==> src/rtl/opcode_sequencer_pkg.sv <==
// opcode_sequencer_pkg: opcode constants, sequencer state type and opcode-pair
// helpers shared by the opcode sequencer and its bus interface.
// Build option: OPSEQ_INTR_EN adds the interrupt-insertion states.
package opcode_sequencer_pkg;

  localparam int unsigned OPCODE_W = 5;

  typedef logic [OPCODE_W-1:0] opcode_t;

  localparam opcode_t OP_NOP   = 5'b00000;
  localparam opcode_t OP_CALL  = 5'b11000;
  localparam opcode_t OP_CALL2 = 5'b11001;
  localparam opcode_t OP_RET   = 5'b11010;
  localparam opcode_t OP_RET2  = 5'b11011;
  localparam opcode_t OP_RTI   = 5'b11100;
  localparam opcode_t OP_RTI2  = 5'b11101;
  localparam opcode_t OP_INT1  = 5'b11110;
  localparam opcode_t OP_INT2  = 5'b11111;

  typedef enum logic [2:0] {
    S_IDLE  = 3'd0,
    S_CALL2 = 3'd1,
    S_RET2  = 3'd2,
    S_RTI2  = 3'd3
`ifdef OPSEQ_INTR_EN
    ,
    S_INT1  = 3'd4,
    S_INT2  = 3'd5
`endif
  } seq_state_e;

  // Second half of a two-part opcode pair; NOP for anything else.
  function automatic opcode_t second_part(input opcode_t first);
    case (first)
      OP_CALL: return OP_CALL2;
      OP_RET:  return OP_RET2;
      OP_RTI:  return OP_RTI2;
      OP_INT1: return OP_INT2;
      default: return OP_NOP;
    endcase
  endfunction

  // Fetched opcodes that start a two-cycle expansion.
  function automatic logic is_two_part(input opcode_t op);
    return (op == OP_CALL) || (op == OP_RET) || (op == OP_RTI);
  endfunction

  // Opcodes only the sequencer itself may generate.
  function automatic logic is_reserved(input opcode_t op);
    return (op == OP_CALL2) || (op == OP_RET2) || (op == OP_RTI2) ||
           (op == OP_INT1)  || (op == OP_INT2);
  endfunction

  // State that emits the second half after a first-part opcode.
  function automatic seq_state_e pair_state(input opcode_t first);
    case (first)
      OP_CALL: return S_CALL2;
      OP_RET:  return S_RET2;
      OP_RTI:  return S_RTI2;
      default: return S_IDLE;
    endcase
  endfunction

endpackage

==> src/rtl/opcode_sequencer_if.sv <==
// opcode_sequencer_if: fetch-side and decode-side signals of the opcode
// sequencer. master = fetch/pipeline control side, slave = sequencer.
interface opcode_sequencer_if
  import opcode_sequencer_pkg::*;
#(
  parameter int unsigned OPW = OPCODE_W
) ();

  logic           fetch_valid;
  logic [OPW-1:0] fetch_opcode;
  logic           intr_req;
  logic           stall;
  logic           flush;

  logic [OPW-1:0] dec_opcode;
  logic           dec_valid;
  logic           fetch_hold;
  logic           intr_ack;
  logic           illegal_op;

  modport master (
    output fetch_valid, fetch_opcode, intr_req, stall, flush,
    input  dec_opcode, dec_valid, fetch_hold, intr_ack, illegal_op
  );

  modport slave (
    input  fetch_valid, fetch_opcode, intr_req, stall, flush,
    output dec_opcode, dec_valid, fetch_hold, intr_ack, illegal_op
  );

endinterface

==> src/rtl/opcode_sequencer.sv <==
// opcode_sequencer: produces the registered opcode stream for decode.
// Single-part opcodes pass through with one cycle of latency, CALL/RET/RTI
// expand into their opcode pair, reserved fetched opcodes become NOP with an
// illegal_op pulse, and fetch is held while opcodes are inserted.
// Build option: OPSEQ_INTR_EN adds interrupt-pair insertion at instruction
// boundaries; without it intr_req is ignored and intr_ack reads 0.
module opcode_sequencer
  import opcode_sequencer_pkg::*;
#(
  parameter int unsigned OPW = OPCODE_W
) (
  input logic               clk,
  input logic               reset_n,
  opcode_sequencer_if.slave bus
);

  seq_state_e     state_q, state_d;
  logic [OPW-1:0] dec_opcode_q, dec_opcode_d;
  logic           dec_valid_q, dec_valid_d;
  logic           illegal_op_q, illegal_op_d;
  logic           advance;

`ifdef OPSEQ_INTR_EN
  logic           intr_ack_q, intr_ack_d;
  logic           pending_q, pending_d;
  logic           int1_emit;
`else
  logic           unused_intr_req;
  assign unused_intr_req = bus.intr_req;
`endif

  // flush overrides stall, so the sequencer moves whenever either allows it.
  assign advance = ~bus.stall | bus.flush;

  // Next-state and next-output selection, defaults hold everything.
  always_comb begin
    state_d      = state_q;
    dec_opcode_d = dec_opcode_q;
    dec_valid_d  = dec_valid_q;
    illegal_op_d = illegal_op_q;
`ifdef OPSEQ_INTR_EN
    intr_ack_d   = intr_ack_q;
    int1_emit    = 1'b0;
`endif
    if (advance) begin
      state_d      = S_IDLE;
      dec_opcode_d = OP_NOP;
      dec_valid_d  = 1'b0;
      illegal_op_d = 1'b0;
`ifdef OPSEQ_INTR_EN
      intr_ack_d   = 1'b0;
`endif
      case (state_q)
        S_IDLE: begin
          // A flush discards the wrong-path opcode and leaves NOP.
          if (!bus.flush) begin
`ifdef OPSEQ_INTR_EN
            if (pending_q) begin
              dec_opcode_d = OP_INT1;
              dec_valid_d  = 1'b1;
              intr_ack_d   = 1'b1;
              int1_emit    = 1'b1;
              state_d      = S_INT2;
            end else
`endif
            if (bus.fetch_valid) begin
              if (is_two_part(bus.fetch_opcode)) begin
                dec_opcode_d = bus.fetch_opcode;
                dec_valid_d  = 1'b1;
                state_d      = pair_state(bus.fetch_opcode);
              end else if (is_reserved(bus.fetch_opcode)) begin
                illegal_op_d = 1'b1;
              end else begin
                dec_opcode_d = bus.fetch_opcode;
                dec_valid_d  = 1'b1;
              end
            end
          end
        end
        S_CALL2, S_RET2, S_RTI2: begin
          // dec_opcode_q still holds the first half: it was emitted on entry
          // and a stall only holds it, so it selects the second half.
          if (!bus.flush) begin
            dec_opcode_d = second_part(dec_opcode_q);
            dec_valid_d  = 1'b1;
          end
        end
`ifdef OPSEQ_INTR_EN
        S_INT2: begin
          // The interrupt pair is never split, so flush is ignored here.
          dec_opcode_d = OP_INT2;
          dec_valid_d  = 1'b1;
        end
`endif
        default: ;
      endcase
    end
  end

  // Sequencer state and registered decode outputs.
  always_ff @(posedge clk or negedge reset_n) begin
    if (!reset_n) begin
      state_q      <= S_IDLE;
      dec_opcode_q <= '0;
      dec_valid_q  <= 1'b0;
      illegal_op_q <= 1'b0;
    end else begin
      state_q      <= state_d;
      dec_opcode_q <= dec_opcode_d;
      dec_valid_q  <= dec_valid_d;
      illegal_op_q <= illegal_op_d;
    end
  end

`ifdef OPSEQ_INTR_EN
  // Pending request: a new request in the same cycle beats the INT1 clear.
  always_comb begin
    pending_d = pending_q;
    if (int1_emit) begin
      pending_d = 1'b0;
    end
    if (bus.intr_req) begin
      pending_d = 1'b1;
    end
  end

  // Pending flag and interrupt acknowledge registers.
  always_ff @(posedge clk or negedge reset_n) begin
    if (!reset_n) begin
      pending_q  <= 1'b0;
      intr_ack_q <= 1'b0;
    end else begin
      pending_q  <= pending_d;
      intr_ack_q <= intr_ack_d;
    end
  end

  assign bus.intr_ack   = intr_ack_q;
  assign bus.fetch_hold = bus.stall | (state_q != S_IDLE) | (pending_q & ~bus.flush);
`else
  assign bus.intr_ack   = 1'b0;
  assign bus.fetch_hold = bus.stall | (state_q != S_IDLE);
`endif

  assign bus.dec_opcode = dec_opcode_q;
  assign bus.dec_valid  = dec_valid_q;
  assign bus.illegal_op = illegal_op_q;

endmodule

==> src/flat_wrapper.sv <==
// flat-port wrapper written by rule: the top's interface ports become plain ports
module opcode_sequencer_flat import opcode_sequencer_pkg::*;
#(
  parameter int unsigned OPW = OPCODE_W
)
  (clk, reset_n, bus_fetch_valid, bus_fetch_opcode, bus_intr_req, bus_stall, bus_flush, bus_dec_opcode, bus_dec_valid, bus_fetch_hold, bus_intr_ack, bus_illegal_op);
  opcode_sequencer_if #(.OPW(OPW)) bus_i ();
  input logic clk;
  input logic reset_n;
  input wire logic [$bits(bus_i.fetch_valid)-1:0] bus_fetch_valid;
  input wire logic [$bits(bus_i.fetch_opcode)-1:0] bus_fetch_opcode;
  input wire logic [$bits(bus_i.intr_req)-1:0] bus_intr_req;
  input wire logic [$bits(bus_i.stall)-1:0] bus_stall;
  input wire logic [$bits(bus_i.flush)-1:0] bus_flush;
  output wire logic [$bits(bus_i.dec_opcode)-1:0] bus_dec_opcode;
  output wire logic [$bits(bus_i.dec_valid)-1:0] bus_dec_valid;
  output wire logic [$bits(bus_i.fetch_hold)-1:0] bus_fetch_hold;
  output wire logic [$bits(bus_i.intr_ack)-1:0] bus_intr_ack;
  output wire logic [$bits(bus_i.illegal_op)-1:0] bus_illegal_op;
  assign bus_i.fetch_valid = bus_fetch_valid;
  assign bus_i.fetch_opcode = bus_fetch_opcode;
  assign bus_i.intr_req = bus_intr_req;
  assign bus_i.stall = bus_stall;
  assign bus_i.flush = bus_flush;
  assign bus_dec_opcode = bus_i.dec_opcode;
  assign bus_dec_valid = bus_i.dec_valid;
  assign bus_fetch_hold = bus_i.fetch_hold;
  assign bus_intr_ack = bus_i.intr_ack;
  assign bus_illegal_op = bus_i.illegal_op;
  opcode_sequencer #(.OPW(OPW)) u_core (.clk(clk), .reset_n(reset_n), .bus(bus_i));
endmodule
==> config.mk <==
export PLATFORM = sky130hd
export DESIGN_NAME = opcode_sequencer_flat
export DESIGN_NICKNAME = d
export VERILOG_FILES = /design/src/rtl/opcode_sequencer_pkg.sv /design/src/rtl/opcode_sequencer_if.sv /design/src/rtl/opcode_sequencer.sv /design/src/flat_wrapper.sv
export SDC_FILE = /design/constraint.sdc
export NUM_CORES = 1
export LEC_CHECK = 0
export BUFFER_PORTS_ARGS = -buffer_cell sky130_fd_sc_hd__buf_2
export CAP_MARGIN = 40
export CORE_MARGIN = 3
export CORE_UTILIZATION = 34
export DETAILED_ROUTE_END_ITERATION = 16
export PLACE_DENSITY = 0.65
export SYNTH_ARGS = -nofsm -noshare
export SYNTH_HDL_FRONTEND = slang
export SYNTH_SLANG_ARGS = --single-unit
==> constraint.sdc <==
create_clock -name clk -period 2.5 [get_ports clk]
set_input_delay 0.375 -clock clk [delete_from_list [all_inputs] [get_ports clk]]
set_output_delay 0.375 -clock clk [all_outputs]
set_load 0.01 [all_outputs]
==> Yosys cells after proc, flatten, opt, wreduce, memory -nomap -nowiden <==
Cells that the tools add are included.
{ "op_classes": {"n_shift": 0, "add_sub_neg": 0, "bitwise_logic": 3, "n_eq_ne": 15, "div": 0, "n_mul": 0, "magnitude_cmp": 0, "n_mux": 23, "n_reduce_logical": 9} }
{ "ops": {"columns": ["cell", "n"], "rows": [
  ["$eq A5 B5 Y1 const B", 12],
  ["$mux W5", 5],
  ["$pmux W5 S4", 1],
  ["$mux W3", 4],
  ["$mux W1", 10],
  ["$pmux W5 S2", 1],
  ["$eq A3 B2 Y1 const B", 2],
  ["$logic_or A1 B1 Y1", 6],
  ["$pmux W2 S3", 1],
  ["$eq A3 B1 Y1 const B", 1],
  ["$logic_not A3 Y1", 1],
  ["$reduce_bool A3 Y1", 1],
  ["$reduce_or A3 Y1", 1],
  ["$or A1 B1 Y1", 2],
  ["$pmux W1 S2", 1],
  ["$not A1 Y1", 1]
]} }
{ "word_totals": {"output_inout_bits": 9, "latch_bits": 0, "word_cells": 54, "memories": 0, "ram_bits": 0, "ff_bits": 10, "mem_bits_ro": 0} }

==> Logic depth before layout (Yosys ltp) <==
Gate-level depths: netlist of run 1.
{ "logic_depth": {"depth_word": 10, "ltp_mapped": 4, "ltp_nobuf": 4} }

==> Least setup slack after synthesis of run 1 <==
No wires, ideal clock.
{ "synth_timing": {"path_kind": "flip-flop to flip-flop", "startpoint": "register u_core.state_q[1]", "endpoint": "register u_core.state_q[0]", "stages_incl_launch_ff": 5, "slack_ns": 1.331, "path_buffers": 0, "t_arrival_ns": 1.102, "required_time_ns": 2.432, "setup_time_ns": 0.068, "path_cell_list": "dfrtp_1 nor3_2 inv_2 nor3b_2 a32o_1"} }
{ "synth_between": {"elab_chain_len": 2} }
{ "synth_rtl": {"columns": ["item", "line", "source"], "rows": [
  ["from (decl)", "opcode_sequencer.sv:17", "seq_state_e state_q, state_d;"],
  ["from (signal assigned)", "opcode_sequencer.sv:108", "state_q <= state_d;"],
  ["$logic_not A3 Y1", "opcode_sequencer.sv:53", "case (state_q)"],
  ["$mux W3", "opcode_sequencer.sv:53", null]
]} }
No other way between the ends.
A chain may end at the register's enable or synchronous reset.

==> Final worst setup path of run 1 <==
{ "layout_timing": {"startpoint": "register u_core.state_q[1]", "endpoint": "output port bus_fetch_hold"} }
{ "layout_between": {"elab_chain_len": 2} }
{ "layout_rtl": {"columns": ["item", "line", "source"], "rows": [
  ["$reduce_bool A3 Y1", "opcode_sequencer.sv:142", "assign bus.fetch_hold = bus.stall | (state_q != S_IDLE);"],
  ["$or A1 B1 Y1", "opcode_sequencer.sv:142", null],
  ["to (decl)", "flat_wrapper.sv:17", "output wire logic [$bits(bus_i.fetch_hold)-1:0] bus_fetch_hold;"]
]} }
No other way between the ends.

==> flow_summary_export.csv, run 1 <==
group,metric,value,unit
timing,setup_viol,0,
synth,synthMuxAreaShare,0,%
synth,synth_area,488,sq um
floorplan,row_count,13,
critical_path,critPathMaxFanout,4,
timing,fin_ws,0.971,ns
timing,min_period,1.53,ns
detailed_routing,viasPerCell,5.11,
floorplan,io_pins,20,
layout,drive_above_1_share,37.1,%
run,cap_violations,0,
critical_path,cp_num_buf_inv,2,
synth,synth-seq-cells,9,
pwr,p_total,0.319,mW
synth,async_reset_ff_share,100,%
pwr,power_density,514,mW/mm^2
critical_path,worstPathArrival,1.15,ns
critical_path,path_cells,"nor3_2, inv_2, buf_2",
clock_tree,tritoncts,"built",
layout,area_growth,27.2,%
synth,synth_edf_count,0,
clock_tree,numClockSinks,9,
global_route,antenna_found_initial,0,
detailed_routing,detail_route.wl_per_cell,12.2,microns
clock_tree,clkLatencyLatePin,0.26,ns
layout,antenna_cells,0,
synth,ys_warn_count,0,
place,gp_congestion,0.801,
synth,synth-seq-area-share,46.2,%
layout,regArea,225,sq um
timing,final_hold_viol_count,0,
timing,report.final.slew_viol_count,0,
synth,synth_area_per_cell,9.96,sq um
layout,fin_cells,85,
layout,final_net_count,82,
detailed_routing,drt_wl_total,1.04,mm
clock_tree,clkSlewWorstSetupHoldPaths,0.06,ns
global_route,gr-usage-all-layers,13.0,%
clock_tree,post_cts_buffers,0,
synth,yosys.area_share.xor_xnor,1.79,%
critical_path,slowest_delay,0.42,ns
synth,synth-main-ff-cell,"dfrtp_1",
global_route,grt_pass1_vias,411,
timing,clock_skew,0.000722,ns
synth,syn-instance-count,49,
global_route,grt_first_pass_wirelength,1.88,mm
pwr,p_leak,0.314,nW
status,status,"finished clean",
critical_path,worstSetupStartpointType,"flop",
synth,synth_compound_area_share,22.6,%
layout,multi_input_area,229,sq um
global_route,grt-ovfl-total,0,
synth,yosys.area.top_type,"dfrtp_1",
synth,synth_commonest_cells,"dfrtp_1, inv_1, nor2_1",
critical_path,critical-path-slowest-cell,"dfrtp_1",
timing,period_share,61.2,%
detailed_routing,ant_nets,0,
critical_path,path_delay_family,"flip-flops",
clock_tree,cts-root-buf,"clkbuf_4",
floorplan,die-area,0.00193,sq mm
worst_hold_path,hold_path.class,"in2reg",
clock_tree,cts_htree_levels,1,
floorplan,core_area,0.00132,sq mm
detailed_routing,drt_iter0_drc,11,
synth,synthAdderAreaFrac,0,%
critical_path,end_kind,"primary output",
timing,max_freq,654,MHz
layout,nFillCells,148,
place,numPortBuffers,17,
detailed_routing,drt_first_pass_iters,4,
place,detailed_place_hpwl,847,microns
synth,synth-simple-area-share,21.8,%
synth,synth_top_area_share,46.2,%
synth,syn_nets,60,
timing,hold_slack,0.382,ns
synth,yosys-top-cells-area,"dfrtp_1, inv_1, a32o_1",
clock_tree,clockBufferDepth,2,
detailed_routing,num_vias,434,
floorplan,start_util,37.0,%
critical_path,critical_path_class,"reg2out",
synth,synth_top_family_by_area,"compound AO/OA/AOI/OAI gates",
floorplan,die_w,43.9,microns
place,placed_cells,80,
synth,yosys.cell_count.top_type,"dfrtp_1",
global_route,grt_max_degree,10,
timing,rsz0062_at_grt,"no",
critical_path,critical_path_required,2.12,ns
floorplan,die_h,43.9,microns
pwr,ir_drop,359,uV
detailed_routing,route.detailed.drc,0,
timing,setup_tns,0,ns
place,place_ws,1.14,ns
synth,ys_types,27,
clock_tree,cts_buffers,3,
cells by family after synthesis:
| kind of cell | count (synthesis) |
|---|---|
| buffers and inverters | 8 |
| flip-flops | 9 |
| XOR/XNOR | 1 |
| other | 1 |
| AND/OR/NAND/NOR | 15 |
| AO/OA/AOI/OAI | 15 |
metrics by stage:
stage | utilization, % | instance area, sq um
after global routing | 47.1 | 621
after global placement | 44.3 | 584
final | 47.1 | 621
after detailed placement | 44.3 | 584
after floorplan | - | 488
after CTS | 47.1 | 621
placed cells by master, fill, tap and decap left out, drive strengths merged, types with 2 or more instances in the layout:
master / synthesis / routed
buf: 1 / 17
a32o: 2 / 2
inv: 7 / 7
nor2: 4 / 4
a21oi: 4 / 4
clkbuf: 0 / 4
dfrtp: 9 / 9
nand3b: 2 / 2
o21ai: 2 / 2
nand2: 2 / 2
o211ai: 2 / 2
flip-flops by register name (all words and copies together) (netlist names):
register,flops
u_core.state_q,2
u_core.bus.illegal_op,1
u_core.bus.dec_valid,1
u_core.bus.dec_opcode,5
power breakdown:
part	switching, mW	leakage (nW)	internal [mW]
combinational	0.0306	0.177	0.0219
clock	0.0496	0.0150	0.0614
sequential	0.00360	0.122	0.152
what timing repair did:
| action | in CTS | in global routing |
|---|---|---|
| endpoints found under the hold margin | 9 | 0 |
| hold buffers | 1 | 0 |
| gates resized for setup | 0 | 0 |
metal layers:
layer	routed length [microns]	global-route usage (%)	vias up
li1	-	-	219
met2	487	19.5	13
met4	23	5.42	0
met3	60	3.73	3
met1	467	17.3	199
met5	0	0	-
path summary, 6_finish.rpt:
kind / from / endpoint / slack (ns) / cells past startpoint
max: u_core.state_q[1] / bus_fetch_hold / 0.97 / 3
min: bus_stall / u_core.bus.dec_valid / 0.38 / 2
max reg2reg: u_core.state_q[1] / u_core.state_q[1] / 1.25 / 4
min reg2reg: u_core.bus.illegal_op / u_core.bus.illegal_op / 0.51 / 1
max in group asynchronous: reset_n / u_core.bus.dec_opcode[1] / 1.84 / 2
min in group asynchronous: reset_n / u_core.bus.dec_opcode[3] / 0.49 / 2
layout make-up:
type / count / area share [%]
clock buffer: 4 / 4.23
tap: 15 / 3.02
sequential: 9 / 36.3
inverter: 7 / 4.23
multi-input combinational: 32 / 36.9
timing repair buffer: 18 / 15.3
Note: power is estimated with default switching activity, not from simulation.
==> run 2, diff against run 1 <==
--- a/config.mk
+++ b/config.mk
@@ -10,7 +10,7 @@
 export CORE_MARGIN = 3
 export CORE_UTILIZATION = 34
 export DETAILED_ROUTE_END_ITERATION = 16
-export PLACE_DENSITY = 0.65
+export PLACE_DENSITY = 0.67
 export SYNTH_ARGS = -nofsm -noshare
 export SYNTH_HDL_FRONTEND = slang
 export SYNTH_SLANG_ARGS = --single-unit
==> constraint.sdc (replaced) <==
create_clock -name clk -period 1.3 [get_ports clk]
set_input_delay 0.195 -clock clk [delete_from_list [all_inputs] [get_ports clk]]
set_output_delay 0.195 -clock clk [all_outputs]
set_load 0.01 [all_outputs]
==> run 2 against run 1 <==
Against the previous run: clock skew about the same; worst hold slack worse by 0.16 ns; global-route usage rose by 0.11 points; setup slack lost 0.96 ns; sequential power grew 93%; power grew 97%; largest power group unchanged; highest routed layer unchanged.
==> flow_summary_export.csv, run 2 (synthesis gave the netlist of run 1 again) <==
group,metric,value,unit
detailed_routing,num_vias,461,
layout,nFillCells,133,
layout,multi_input_area,251,sq um
detailed_routing,route.detailed.drc,0,
clock_tree,cts_buffers,3,
critical_path,worstSetupStartpointType,"flop",
timing,setup_viol,0,
run,cap_violations,0,
timing,report.final.slew_viol_count,0,
critical_path,r2r_slack,0.07,ns
layout,regArea,226,sq um
detailed_routing,route.met2.wl,582,microns
clock_tree,clockBufferDepth,2,
floorplan,die_h,43.9,microns
critical_path,worstPathArrival,1.09,ns
floorplan,die-area,0.00193,sq mm
timing,hold_slack,0.222,ns
global_route,gr-usage-all-layers,13.1,%
layout,final_net_count,85,
floorplan,io_pins,20,
global_route,grt_pass1_vias,411,
critical_path,critical_path_required,1.11,ns
global_route,grt-ovfl-total,0,
floorplan,die_w,43.9,microns
place,placed_cells,81,
layout,antenna_cells,0,
timing,max_freq,777,MHz
critical_path,endpoint,"bus_fetch_hold",
floorplan,row_count,13,
layout,final_common_cell,"buf_2",
place,numPortBuffers,17,
timing,period_share,98.9,%
detailed_routing,topRoutingLayerUsed,"met4",
detailed_routing,m1WireLength,494,microns
place,detailed_place_hpwl,894,microns
pwr,ir_drop,539,uV
detailed_routing,drt_iter0_drc,4,
detailed_routing,ant_nets,0,
pwr,power_density,935,mW/mm^2
detailed_routing,viasPerCell,5.24,
status,status,"finished clean",
detailed_routing,drt_wl_total,1.17,mm
layout,area_growth,37.9,%
global_route,grt_first_pass_wirelength,1.83,mm
critical_path,crit_path_start,"u_core.state_q[0]",
timing,min_period,1.29,ns
critical_path,r2r-start,"u_core.state_q[0]",
place,gp_congestion,0.840,
place,placed_cell_area,592,sq um
pwr,p_total,0.630,mW
critical_path,critical_path_class,"reg2out",
timing,final_hold_viol_count,0,
detailed_routing,wl_met3,77,microns
critical_path,reg2reg_depth,4,
critical_path,critPathMaxFanout,4,
clock_tree,cts-root-buf,"clkbuf_4",
global_route,grt_max_degree,10,
timing,clock_skew,0.000619,ns
clock_tree,cts_htree_levels,1,
floorplan,core_area,0.00132,sq mm
clock_tree,numClockSinks,9,
clock_tree,tritoncts,"built",
clock_tree,clkSlewWorstSetupHoldPaths,0.06,ns
timing,rsz0062_at_grt,"yes",
global_route,antenna_found_initial,0,
floorplan,start_util,37.0,%
layout,final_cell_mix,"buf_2, dfrtp_1, inv_1, nor2_1",
pwr,p_leak,0.335,nW
layout,fin_cells,88,
critical_path,r2r-end,"u_core.bus.dec_opcode[3]",
worst_hold_path,hold_path.class,"in2reg",
critical_path,end_kind,"primary output",
layout,final_area,673,sq um
detailed_routing,detail_route.wl_per_cell,13.3,microns
clock_tree,clkLatencyLatePin,0.25,ns
layout,drive_above_1_share,41.1,%
layout,largest_register_ffs,5,
layout,final_util,51.1,%
detailed_routing,drt_first_pass_iters,4,
-- run 2: cell types whose count changed in the layout (fill, tap and decap cells not counted) --
cell / change
dfrtp_2: +1
nor3_4: +1
nor3_2: -1
dfrtp_1: -1
nor4b_4: +1
a21oi_4: +1
a21oi_2: -1
buf_2: -1
nor4b_2: -1
buf_6: +1
buf_4: +3
-- run 2: power breakdown --
| group | leakage [nW] | internal [mW] | switching, mW |
|---|---|---|---|
| Clock | 0.0150 | 0.118 | 0.0958 |
| Sequential | 0.120 | 0.292 | 0.00767 |
| Combinational | 0.201 | 0.0522 | 0.0638 |
| Total | 0.335 | 0.462 | 0.167 |
-- run 2: metal layers --
metal | vias up | global-route usage [%]
met3 | 2 | 2.49
met5 | - | 0
met1 | 215 | 16.9
met4 | 0 | 9.04
li1 | 227 | -
met2 | 17 | 19.5
-- run 2: worst max-delay path, cell delays in order, from the launching register on --
cell and delay (ns):
dfrtp_2 0.44, nor3_4 0.21, inv_2 0.07, buf_6 0.12
-- run 2: cell type report --
type,instances,area share [%]
Sequential cell,9,33.6
Timing Repair Buffer,21,18.4
Tap cell,15,2.79
Clock buffer,4,3.90
Inverter,7,3.90
Multi-Input combinational cell,32,37.4
-- run 2: how the worst min path moves through the flow --
stage,cells after the start,to,from
2_1_floorplan,0,u_core.bus.dec_opcode[0],reset_n
3_3_place_gp,1,u_core.bus.dec_opcode[1],reset_n
3_5_place_dp,1,u_core.bus.dec_opcode[1],reset_n
4_1_cts,2,u_core.bus.dec_valid,bus_flush
5_1_grt,2,u_core.bus.dec_valid,bus_stall
6_report,2,u_core.bus.dec_valid,bus_stall
-- run 2: what timing repair did --
action | 4_1_cts | 5_1_grt
hold buffers | 1 | 0
buffers inserted | 1 | 1
pin swaps | 1 | 3
gates resized for setup | 2 | 3
endpoints found under the hold margin | 9 | 0
setup endpoints to repair | 1 | 5
-- run 2: per-stage QoR --
| stage | TNS [ns] | setup slack [ns] |
|---|---|---|
| detailed placement | 0 | 0.0351 |
| CTS | 0 | 0.0108 |
| global placement | 0 | 0.0752 |
| floorplan | 0 | 0.131 |
| global route | -0.0664 | -0.0288 |
| finish | 0 | 0.0137 |
